--- src/rtl/icache_axi_rd_if.sv ---
// AXI4 read-address and read-data channels seen by the icache bridge.
// The master modport is the bridge, the slave modport is the memory side.
interface icache_axi_rd_if #(
    parameter int A_WIDTH = 32
);
    logic [3:0]         arid;
    logic [A_WIDTH-1:0] araddr;
    logic [7:0]         arlen;
    logic [2:0]         arsize;
    logic [1:0]         arburst;
    logic [1:0]         arlock;
    logic [3:0]         arcache;
    logic [2:0]         arprot;
    logic               arvalid;
    logic               arready;
    logic [3:0]         rid;
    logic [31:0]        rdata;
    logic [1:0]         rresp;
    logic               rlast;
    logic               rvalid;
    logic               rready;

    modport master (
        output arid, araddr, arlen, arsize, arburst,
        output arlock, arcache, arprot, arvalid,
        input  arready,
        input  rid, rdata, rresp, rlast, rvalid,
        output rready
    );

    modport slave (
        input  arid, araddr, arlen, arsize, arburst,
        input  arlock, arcache, arprot, arvalid,
        output arready,
        output rid, rdata, rresp, rlast, rvalid,
        input  rready
    );
endinterface

--- src/rtl/icache_axi_rd.sv ---
// Icache miss port to single-beat AXI4 read bridge, one read in flight.
// A fill is dropped if the cache moved to another address meanwhile.
module icache_axi_rd #(
    parameter int         A_WIDTH = 32,
    parameter logic [3:0] AXI_ID  = 4'd0
) (
    input  logic               clk,
    input  logic               clrn,
    input  logic [A_WIDTH-1:0] m_a,
    input  logic               m_strobe,
    output logic [31:0]        m_dout,
    output logic               m_ready,
    output logic               m_err,
    icache_axi_rd_if.master    axi
);

    typedef enum logic [1:0] {
        IDLE,
        ADDR,
        DATA,
        RESP
    } state_t;

    state_t             r_state;
    logic [A_WIDTH-3:0] r_req_addr;
    logic [31:0]        r_dout;
    logic               r_err;
    logic               r_arvalid;
    logic               r_rready;

    logic               w_r_hs;
    logic               w_hit;
    logic               w_unused;

    assign w_r_hs = axi.rvalid & r_rready;

    // Request FSM; AXI valid/ready outputs are flops set on transitions
    always_ff @(posedge clk or negedge clrn) begin
        if (!clrn) begin
            r_state    <= IDLE;
            r_req_addr <= '0;
            r_dout     <= '0;
            r_err      <= 1'b0;
            r_arvalid  <= 1'b0;
            r_rready   <= 1'b0;
        end else begin
            unique case (r_state)
                IDLE: begin
                    if (m_strobe) begin
                        r_req_addr <= m_a[A_WIDTH-1:2];
                        r_arvalid  <= 1'b1;
                        r_state    <= ADDR;
                    end
                end
                ADDR: begin
                    if (axi.arready) begin
                        r_arvalid <= 1'b0;
                        r_rready  <= 1'b1;
                        r_state   <= DATA;
                    end
                end
                DATA: begin
                    if (w_r_hs) begin
                        r_dout   <= axi.rdata;
                        r_err    <= axi.rresp[1];
                        r_rready <= 1'b0;
                        r_state  <= RESP;
                    end
                end
                RESP: begin
                    r_state <= IDLE;
                end
                default: begin
                    r_arvalid <= 1'b0;
                    r_rready  <= 1'b0;
                    r_state   <= IDLE;
                end
            endcase
        end
    end

    // Deliver only if the cache still wants the word we fetched
    assign w_hit = (r_state == RESP) & m_strobe &
                   (m_a[A_WIDTH-1:2] == r_req_addr);

    assign m_ready = w_hit;
    assign m_dout  = r_dout;
    assign m_err   = r_err & w_hit;

    assign axi.arid    = AXI_ID;
    assign axi.araddr  = {r_req_addr, 2'b00};
    assign axi.arlen   = 8'd0;
    assign axi.arsize  = 3'b010;
    assign axi.arburst = 2'b01;
    assign axi.arlock  = 2'b00;
    assign axi.arcache = 4'b0000;
    assign axi.arprot  = 3'b000;
    assign axi.arvalid = r_arvalid;
    assign axi.rready  = r_rready;

    // Single-beat reads: id, last and the low response bit carry nothing
    assign w_unused = ^{axi.rid, axi.rlast, axi.rresp[0], m_a[1:0]};

endmodule
--- src/flat_wrapper.sv ---
// flat-port wrapper written by rule: the top's interface ports become plain ports
module icache_axi_rd_flat 
#(
    parameter int         A_WIDTH = 32,
    parameter logic [3:0] AXI_ID  = 4'd0
)
  (clk, clrn, m_a, m_strobe, m_dout, m_ready, m_err, axi_arid, axi_araddr, axi_arlen, axi_arsize, axi_arburst, axi_arlock, axi_arcache, axi_arprot, axi_arvalid, axi_arready, axi_rid, axi_rdata, axi_rresp, axi_rlast, axi_rvalid, axi_rready);
  icache_axi_rd_if #(.A_WIDTH(A_WIDTH)) axi_i ();
  input  logic clk;
  input  logic clrn;
  input  logic [A_WIDTH-1:0] m_a;
  input  logic m_strobe;
  output logic [31:0] m_dout;
  output logic m_ready;
  output logic m_err;
  output wire logic [$bits(axi_i.arid)-1:0] axi_arid;
  output wire logic [$bits(axi_i.araddr)-1:0] axi_araddr;
  output wire logic [$bits(axi_i.arlen)-1:0] axi_arlen;
  output wire logic [$bits(axi_i.arsize)-1:0] axi_arsize;
  output wire logic [$bits(axi_i.arburst)-1:0] axi_arburst;
  output wire logic [$bits(axi_i.arlock)-1:0] axi_arlock;
  output wire logic [$bits(axi_i.arcache)-1:0] axi_arcache;
  output wire logic [$bits(axi_i.arprot)-1:0] axi_arprot;
  output wire logic [$bits(axi_i.arvalid)-1:0] axi_arvalid;
  input wire logic [$bits(axi_i.arready)-1:0] axi_arready;
  input wire logic [$bits(axi_i.rid)-1:0] axi_rid;
  input wire logic [$bits(axi_i.rdata)-1:0] axi_rdata;
  input wire logic [$bits(axi_i.rresp)-1:0] axi_rresp;
  input wire logic [$bits(axi_i.rlast)-1:0] axi_rlast;
  input wire logic [$bits(axi_i.rvalid)-1:0] axi_rvalid;
  output wire logic [$bits(axi_i.rready)-1:0] axi_rready;
  assign axi_arid = axi_i.arid;
  assign axi_araddr = axi_i.araddr;
  assign axi_arlen = axi_i.arlen;
  assign axi_arsize = axi_i.arsize;
  assign axi_arburst = axi_i.arburst;
  assign axi_arlock = axi_i.arlock;
  assign axi_arcache = axi_i.arcache;
  assign axi_arprot = axi_i.arprot;
  assign axi_arvalid = axi_i.arvalid;
  assign axi_i.arready = axi_arready;
  assign axi_i.rid = axi_rid;
  assign axi_i.rdata = axi_rdata;
  assign axi_i.rresp = axi_rresp;
  assign axi_i.rlast = axi_rlast;
  assign axi_i.rvalid = axi_rvalid;
  assign axi_rready = axi_i.rready;
  icache_axi_rd #(.A_WIDTH(A_WIDTH), .AXI_ID(AXI_ID)) u_core (.clk(clk), .clrn(clrn), .m_a(m_a), .m_strobe(m_strobe), .m_dout(m_dout), .m_ready(m_ready), .m_err(m_err), .axi(axi_i));
endmodule
--- config.mk ---
export PLATFORM = sky130hd
export DESIGN_NAME = icache_axi_rd_flat
export DESIGN_NICKNAME = d
export VERILOG_FILES = /design/src/rtl/icache_axi_rd_if.sv /design/src/rtl/icache_axi_rd.sv /design/src/flat_wrapper.sv
export SDC_FILE = /design/constraint.sdc
export NUM_CORES = 1
export LEC_CHECK = 0
export BUFFER_PORTS_ARGS = -buffer_cell sky130_fd_sc_hd__buf_2
export CORE_ASPECT_RATIO = 0.9
export CORE_MARGIN = 2
export CORE_UTILIZATION = 40
export CTS_BUF_LIST = sky130_fd_sc_hd__clkbuf_8
export DETAILED_ROUTE_END_ITERATION = 8
export PLACE_DENSITY = 0.75
export SETUP_SLACK_MARGIN = 0.5
export SLEW_MARGIN = 20
export SYNTH_ARGS = -nofsm -noshare
export SYNTH_HDL_FRONTEND = slang
export SYNTH_SLANG_ARGS = --single-unit
--- constraint.sdc ---
create_clock -name clk -period 2.4 [get_ports clk]
set_input_delay 0.72 -clock clk [delete_from_list [all_inputs] [get_ports clk]]
set_output_delay 0.72 -clock clk [all_outputs]
set_load 0.01 [all_outputs]
**Word-level counts from Yosys, hierarchy flattened**

Index checks and enable logic that the tools add are counted.

- Bits in registers: 67
- Input port bits: 76
- Output and inout port bits: 94

- Eq/ne operators: 7
- Muxes and demuxes: 10
- Bitwise logic cells: 4
- Reductions and logical operators: 8

Operator list:

| operator | count |
|---|---|
| == test 30 bit | 1 |
| AND reduction 3 bit | 3 |
| case mux 2 bit (4 select lines) | 1 |
| 2-to-1 mux 2 bit | 3 |
| bitwise AND 1 bit | 4 |
| == test 2 bit (second input constant) | 2 |
| 2-to-1 mux 1 bit | 4 |
| inequality test 2 bit (second input constant) | 2 |
| case mux 1 bit (2 select lines) | 2 |
| AND reduction 2 bit | 2 |
| nonzero test 2 bit | 2 |
| == test 2 x 1 -> 1 bit (second input constant) | 1 |
| logical NOT 2 bit | 1 |
| inequality test 2 x 1 -> 1 bit (second input constant) | 1 |

**Logic depth before layout (Yosys ltp)**

Gate-level depths: netlist of the first run.

- Word-level depth: 4
- Mapped depth: 6

**Least setup slack after synthesis of the first run**

No wires, ideal clock.

- Path type: input-to-output
- Start: in m_a[19]
- End: out m_err
- Arrival time: 1564 ps
- Required time: 1680 ps
- Path slack: 116 ps
- Cell stages on the path: 4
- Buffers on the path: 0
- Path through: xor2_1 -> nor4_1 -> nand4_1 -> nor3_1

- Longest elaborated chain between the ends: 3

Ends and longest elaborated chain:

| element | line | text |
|---|---|---|
| start, declared | flat_wrapper.sv:11 | `input logic [A_WIDTH-1:0] m_a;` |
| == test 30 bit | icache_axi_rd.sv:84 | `(m_a[A_WIDTH-1:2] == r_req_addr);` |
| bitwise AND 1 bit | icache_axi_rd.sv:83 | `assign w_hit = (r_state == RESP) & m_strobe &` |
| bitwise AND 1 bit | icache_axi_rd.sv:88 | `assign m_err = r_err & w_hit;` |
| end, declared | flat_wrapper.sv:15 | `output logic m_err;` |

Every way passes these cells.

**Worst setup path after layout of the first run**

- Start: in m_a[31]
- End: out m_err

The elaborated chain is that of the path after synthesis.

==> results of run 1 <==
==> synth_stat cells, types with 2 or more instances <==
cell / instances
nor3_1: 3
buf_2: 3
ha_1: 5
buf_6: 3
nand4_1: 2
o21ai_0: 4
conb_1: 2
xnor2_1: 2
xor2_1: 27
buf_4: 28
nor4_2: 2
a21oi_1: 3
nand2_1: 9
inv_1: 5
nor4_1: 4
mux2_2: 63
dfrtp_1: 67
==> metal layers <==
metal / global-route usage / up-vias / share of wire
li1: - / 1035 / -
met1: 0.1797 / 1025 / 0.41
met2: 0.2484 / 118 / 0.48
met3: 0.05213 / 8 / 0.095
met4: 0.05682 / 0 / 0.012
met5: 0 / - / 0
==> cell usage in the layout (no fill, tap or decap), types with 3 or more instances in the layout <==
master     netlist  layout
buf_2            3     130
dfrtp_1         67      67
mux2_2          63      63
conb_1           2      28
xor2_1          27      27
nand2_1          9       9
clkbuf_8         0       9
inv_1            5       5
ha_1             5       5
nor4_2           2       4
o21ai_0          4       4
buf_4           28       4
a21oi_1          3       3
bufinv_16        0       3
buf_6            3       3
==> layout make-up <==
class,count,area share
Clock buffer,9,0.02993
Clock inverter,7,0.02811
Sequential cell,67,0.4051
Inverter,5,0.004534
Tap cell,96,0.02902
Multi-Input combinational cell,158,0.3259
Timing Repair Buffer,138,0.1774
==> report_power, final <==
part           total, mW  internal (mW)  leakage (nW)  switching, mW
registers           2.09           1.71         0.795          0.384
clock network       1.13          0.688         0.119          0.442
logic               2.19           1.16          1.17           1.03
==> state kept, by name, indices dropped and copies added (netlist names) <==
signal,cells
u_core.r_err,1
u_core.m_dout,32
u_core.r_state,2
u_core.r_req_addr,30
u_core.axi.arvalid,1
u_core.axi.rready,1
==> logic make-up (layout without fill, tap and decap cells) <==
family / count (synthesis) / in the layout
AOI/OAI and AO/OA: 9 / 9
xor gates and xnor gates: 29 / 29
adders and majority gates: 5 / 5
buffers and inverters: 39 / 159
DFF: 67 / 67
muxes: 64 / 64
other: 2 / 28
and+or+nand+nor: 23 / 23
==> critical path: stages <==
cell and delay, ns:
buf_6 0.09, xor2_1 0.14, nor4_2 0.28, buf_4 0.15
nand4_1 0.14, nor3_2 0.20, buf_2 0.15
==> metrics by stage <==
step / std cells / utilization
floorplan: 264 / -
global placement: 464 / 0.5076
detailed placement: 464 / 0.5076
CTS: 480 / 0.5415
global route: 480 / 0.5432
finish: 480 / 0.5432
==> final timing paths <==
path	end	slack (ns)	cells past startpoint	start
worst min-delay path	u_core.axi.rready$_DFFE_PN0P_	0.37	2	clrn
worst max register to register	u_core.m_dout[31]$_DFFE_PN0P_	0.66	5	u_core.r_state[0]$_DFFE_PN0P_
max in group asynchronous	u_core.r_state[0]$_DFFE_PN0P_	1.70	2	clrn
min in group clk	u_core.m_dout[4]$_DFFE_PN0P_	0.50	1	u_core.m_dout[4]$_DFFE_PN0P_
worst min register to register	u_core.m_dout[4]$_DFFE_PN0P_	0.50	1	u_core.m_dout[4]$_DFFE_PN0P_
worst max-delay path	m_err	-0.19	7	m_a[31]
==> what timing repair did <==
action | in CTS | in global routing
hold buffers | 0 | 0
setup endpoints to repair | 2 | 2
pin swaps | 1 | 0
gates resized for setup | 3 | 2
==> run summary, run 1 <==
- result of the run: finished, violations left
- cells taking the most area after synthesis: dfrtp_1, mux2_2, xor2_1
- share of final-layout standard cells stronger than drive strength 1: 0.5833
- area used by sequential logic in the layout: 0.001677 mm^2
- data required time of the critical path: 1.68 ns
- Iter 0 DRT Violations: 73
- Placement Cell Area: 0.003867 mm^2
- number of distinct standard cells referenced by the synthesized netlist: 23
- Worst-Skew Late Latency: 0.33 ns
- Setup Total Neg Slack: -0.3588 ns
- total of max-cap violations: 0
- class of the most critical hold timing path: in2async
- Highest Clock Rate: 386.5 MHz
- period utilisation layout: 1.078
- largest family of logic cells by synthesized area: multiplexers
- Post-synth top flop: dfrtp_1
- violations in the final reports: setup timing
- I/O pins: 170
- router iterations before antenna repair: 4
- hold violation count in the final report: 0
- mean area per synthesized cell: 13.37 um^2
- footprint of the multi-input gates: 0.001349 mm^2
- pin count of the biggest net entering global routing: 68
- Root Driver: clkbuf_8
- largest clock skew in the final design: 0.008445 ns
- count of buffers from port buffering: 133
- sequential area share after synthesis: 0.5267
- setup-violating endpoint count in the final report: 2
- clock slew seen by the registers of the worst setup and hold paths: 0.08 ns
- RSZ-0062 raised after global routing: true
- total design power: 5.414 mW
- area grow syn2layout: 30.03%
- finished layout cell area: 0.004139 mm^2
- core area: 0.007620 mm^2
- Yosys top cell area share: 0.5267
- H-tree level count: 3
- sink count of the clock tree: 67
- Post-DRT Antenna Nets: 0
- fraction of synthesized cell area in xor and xnor cells: 0.07980
- post-detailed-route DRC marker count: 0
- EDFF count, synth: 0
- post-detail-place hpwl: 4.862 mm
- asr flop ratio synth: 1.000
- Die Ht: 88.63 um
- number of instances in the synthesized netlist: 238
- basic-gate share of the synthesized area counting and, or, nand and nor cells: 0.04167
- number of filler instances in the final layout: 673
- # nets final: 460
- post-synthesis register bit count: 67
- leakage component of the power: 2.083 nW
- number of antenna violations at the first check in global routing: 0
- number of setup buffers added after CTS: 0
- aggregate global-route resource usage: 0.1486
- post-layout min period: 2.587 ns
- type of element launching the critical path: input port
- clock tree from TritonCTS: built
- via density per instance: 4.554
- post-DR wirelength/cell: 13.54 um
- detailed-route via count: 2,186
- final count of pins violating max slew: 0
- aggregate routed wire length: 6.501 mm
- DP Worst Slack: -0.3212 ns
- Power Density: 1308 mW/mm^2
- post-synthesis mux area share: 0.2260
- Worst setup EP type: primary output
- Synth Area in Adders: 0.01965
- starting density of the core: 0.4177
- number of buffers added by the clock tree synthesis step: 9
- biggest area consumer among synthesized cells: dfrtp_1
- warning count from the yosys run: 0
- n_diodes: 0
- Final WS setup: -0.1872 ns
- number of global-route vias before repair: 2,191
- share of the synthesized area in compound gates (AO/OA/AOI/OAI): 0.01651
- worst voltage drop across the vdd grid: 0.6277 mV
- Setup CP Type: in2out
- total congestion overflow: 0
- final RePlAce weighted congestion: 0.7203
- final hold slack: 0.3738 ns
- die area: 0.008688 mm^2
- maximum clock path buffer count: 2
- netlist area before placement: 0.003183 mm^2
- standard-cell rows: 30
- global-route wire length before repair: 10.22 mm
- Worst Path Max Fanout: 2
- die width: 98.03 um
- critical path arrival: 1.87 ns
No activity file was read; power rests on OpenSTA's default activity.
==> run 2, diff against run 1 <==
Settings changed: BUFFER_PORTS_ARGS -buffer_cell sky130_fd_sc_hd__buf_2 to not set, DONT_BUFFER_PORTS set to 1, PLACE_DENSITY 0.75 to 0.56.
==> run 2 against run 1 <==
Effect of this change:
- the run still ends with setup timing left
- hold slack worse by 0.30 ns
- combinational power is 43% lower
- non-clock buffer count is 135 lower
- die area stayed put
- sequential power is 19% higher
- final cell count is 28% lower
- utilization is 9.5 points lower
- critical path depth is 3 lower
- largest cell class unchanged
- highest routed layer unchanged
==> run summary, run 2 (synthesized netlist as in run 1, its figures left out) <==
- period utilisation layout: 1.041, -0.03651
- result of the run: finished, violations left
- # nets final: 325, -29%
- core area: 0.007620 mm^2, unchanged
- total buffers and inverters traversed by the critical path: 0, -3
- class of the most critical hold timing path: in2async
- largest clock skew in the final design: 0.009282 ns, +0.0008372 ns
- die area: 0.008688 mm^2, unchanged
- detailed-route via count: 1,671, -24%
- setup-violating endpoint count in the final report: 2, unchanged
- total of max-cap violations: 0, unchanged
- count of buffers from port buffering: 0, -100%
- leakage component of the power: 1.512 nW, -27%
- Highest Clock Rate: 400.1 MHz, +3.5%
- post-detail-place hpwl: 4.108 mm, -16%
- n_diodes: 0, unchanged
- Worst setup EP type: primary output
- area grow syn2layout: 7.233%
- Slowest-stage cell, CP: dfrtp_1
- share of final-layout standard cells stronger than drive strength 1: 0.3735, -0.2098
- clock tree from TritonCTS: built
- maximum clock path buffer count: 2, unchanged
- flip-flop count of the largest register after layout: 32, unchanged
- number of filler instances in the final layout: 723, +7.4%
- Final WS setup: -0.09958 ns, +0.08763 ns
- Post-DRT Antenna Nets: 0, unchanged
- ordered cell list for the critical path: xor2_1 > nor4_2 > nand4_1 > nor3_2
- worst voltage drop across the vdd grid: 0.6611 mV, +5.3%
- largest delay contributor family on the critical path: simple AND/OR/NAND/NOR gates
- Setup CP Type: reg2out
- clock slew seen by the registers of the worst setup and hold paths: 0.07 ns, about the same
- post-layout min period: 2.500 ns, -0.08763 ns
- hold violation count in the final report: 0, unchanged
- I/O pins: 170, unchanged
- area used by sequential logic in the layout: 0.001682 mm^2, +0.30%
- starting density of the core: 0.4177, unchanged
- footprint of the multi-input gates: 0.001363 mm^2, +1.0%
- via density per instance: 4.843, +6.4%
- Power Density: 1358 mW/mm^2, +3.8%
- Iter 0 DRT Violations: 24, -67%
- final RePlAce weighted congestion: 0.7441, +3.3%
- Worst Path Max Fanout: 3, +1
- total congestion overflow: 0, unchanged
- Worst-Skew Late Latency: 0.34 ns, about the same
- net switching power: 1.661 mW, -11%
- post-detailed-route DRC marker count: 0, unchanged
- aggregate global-route resource usage: 0.1237, -0.02486
- part of the power in registers: 0.534, +0.147
- final count of pins violating max slew: 0, unchanged
- post-DR wirelength/cell: 16.18 um, +19%
- critical path arrival: 1.78 ns, -0.09 ns
- portion of total power attributed to combinational logic: 0.267, -0.137
- aggregate routed wire length: 5.582 mm, -14%
- number of buffers added by the clock tree synthesis step: 9, unchanged
- hold buffer count at cts: 0, unchanged
- die width: 98.03 um, unchanged
- sink count of the clock tree: 67, unchanged
- standard-cell rows: 30, unchanged
- Clock power frac: 0.199, -0.010
- fraction of power spent switching nets: 0.3583, +0.01508
- RSZ-0062 raised after global routing: true
- leading cell types in the layout, fill and taps excluded: mux2_2, dfrtp_1, conb_1, xor2_1, clkbuf_8
- Int Pwr: 2.975 mW, -16%
- type of element launching the critical path: flip-flop
- H-tree level count: 3, unchanged
- DP Worst Slack: -0.1115 ns, +0.2097 ns
- number of antenna violations at the first check in global routing: 0, unchanged
- global-route wire length before repair: 8.142 mm, -20%
- violations in the final reports: setup timing
- data required time of the critical path: 1.68 ns, about the same
- final hold slack: 0.07137 ns, -0.3025 ns
- Root Driver: clkbuf_8
- Die Ht: 88.63 um, unchanged
- pin count of the biggest net entering global routing: 68, unchanged
- router iterations before antenna repair: 2, -2
- number of global-route vias before repair: 1,688, -23%
- delay of the slowest cell on the worst path: 0.44 ns, +0.16 ns
-- run 2: cell count changes in the layout (fill, tap and decap cells not counted), moves of 2 or more --
cell       before  now
bufinv_16       3    1
buf_2         130    0
buf_4           4    2
dfrtp_2         0    4
inv_1           5    7
dfrtp_1        67   63
buf_6           3    0
-- run 2: final timing paths --
check                      slack, ns  depth (start not counted)                           endpoint                         startpoint
min in group clk                0.52                          1           u_core.r_err$_DFFE_PN0P_           u_core.r_err$_DFFE_PN0P_
setup / recovery                -0.1                          4                            m_ready  u_core.r_req_addr[17]$_DFFE_PN0P_
hold / removal                  0.07                          0   u_core.r_req_addr[9]$_DFFE_PN0P_                               clrn
max in group asynchronous       2.20                          0  u_core.r_req_addr[15]$_DFFE_PN0P_                               clrn
setup reg to reg                0.66                          5      u_core.m_dout[17]$_DFFE_PN0P_      u_core.r_state[0]$_DFFE_PN0P_
hold reg to reg                 0.52                          1           u_core.r_err$_DFFE_PN0P_           u_core.r_err$_DFFE_PN0P_
-- run 2: what timing repair did --
item,CTS,global route
setup endpoints to repair,2,2
gates resized for setup,6,2
pin swaps,7,8
setup buffers,0,0
-- run 2: final cells by class --
cell class	instances	area share
timing repair buffer	3	0.01026
tap	96	0.03519
sequential	67	0.4927
multi-input combinational	158	0.3992
inverter	5	0.005499
clock inverter	6	0.01686
clock buffer	10	0.04032
-- run 2: power groups by stage --
stage | registers [mW] | clock network [mW] | logic [mW]
finish | 2.48 | 0.922 | 1.24
global route | 2.57 | 1.01 | 1.37
CTS | 2.49 | 0.970 | 1.26
detailed placement | 2.50 | 0 | 1.23
global placement | 2.50 | 0 | 1.19
floorplan | 2.36 | 0 | 1.12
-- run 2: worst reg2reg max path, cell delays in order (launching register included) --
cell and delay (ns):
dfrtp_1 0.42, inv_1 0.12, ha_1 0.28, nand3_2 0.26, buf_12 0.26, mux2_2 0.29
-- run 2: layer usage --
layer	track usage	up-vias	share of wire
li1	-	761	-
met1	0.1372	796	0.39
met2	0.1912	105	0.46
met3	0.08136	9	0.14
met4	0.04924	0	0.013
met5	0	-	0
-- run 2: metrics by stage --
step | power [mW] | instances | utilization | instance area (um^2) | TNS [ns]
3_3_place_gp | 3.688 | 329 | 0.4182 | 3187 | -0.1682
6_report | 4.637 | 345 | 0.4479 | 3413 | -0.1784
3_5_place_dp | 3.733 | 329 | 0.4182 | 3187 | -0.2050
2_1_floorplan | 3.474 | 264 | - | 3291 | 0
5_1_grt | 4.943 | 345 | 0.4479 | 3413 | -0.3618
4_1_cts | 4.726 | 345 | 0.4468 | 3405 | -0.3740
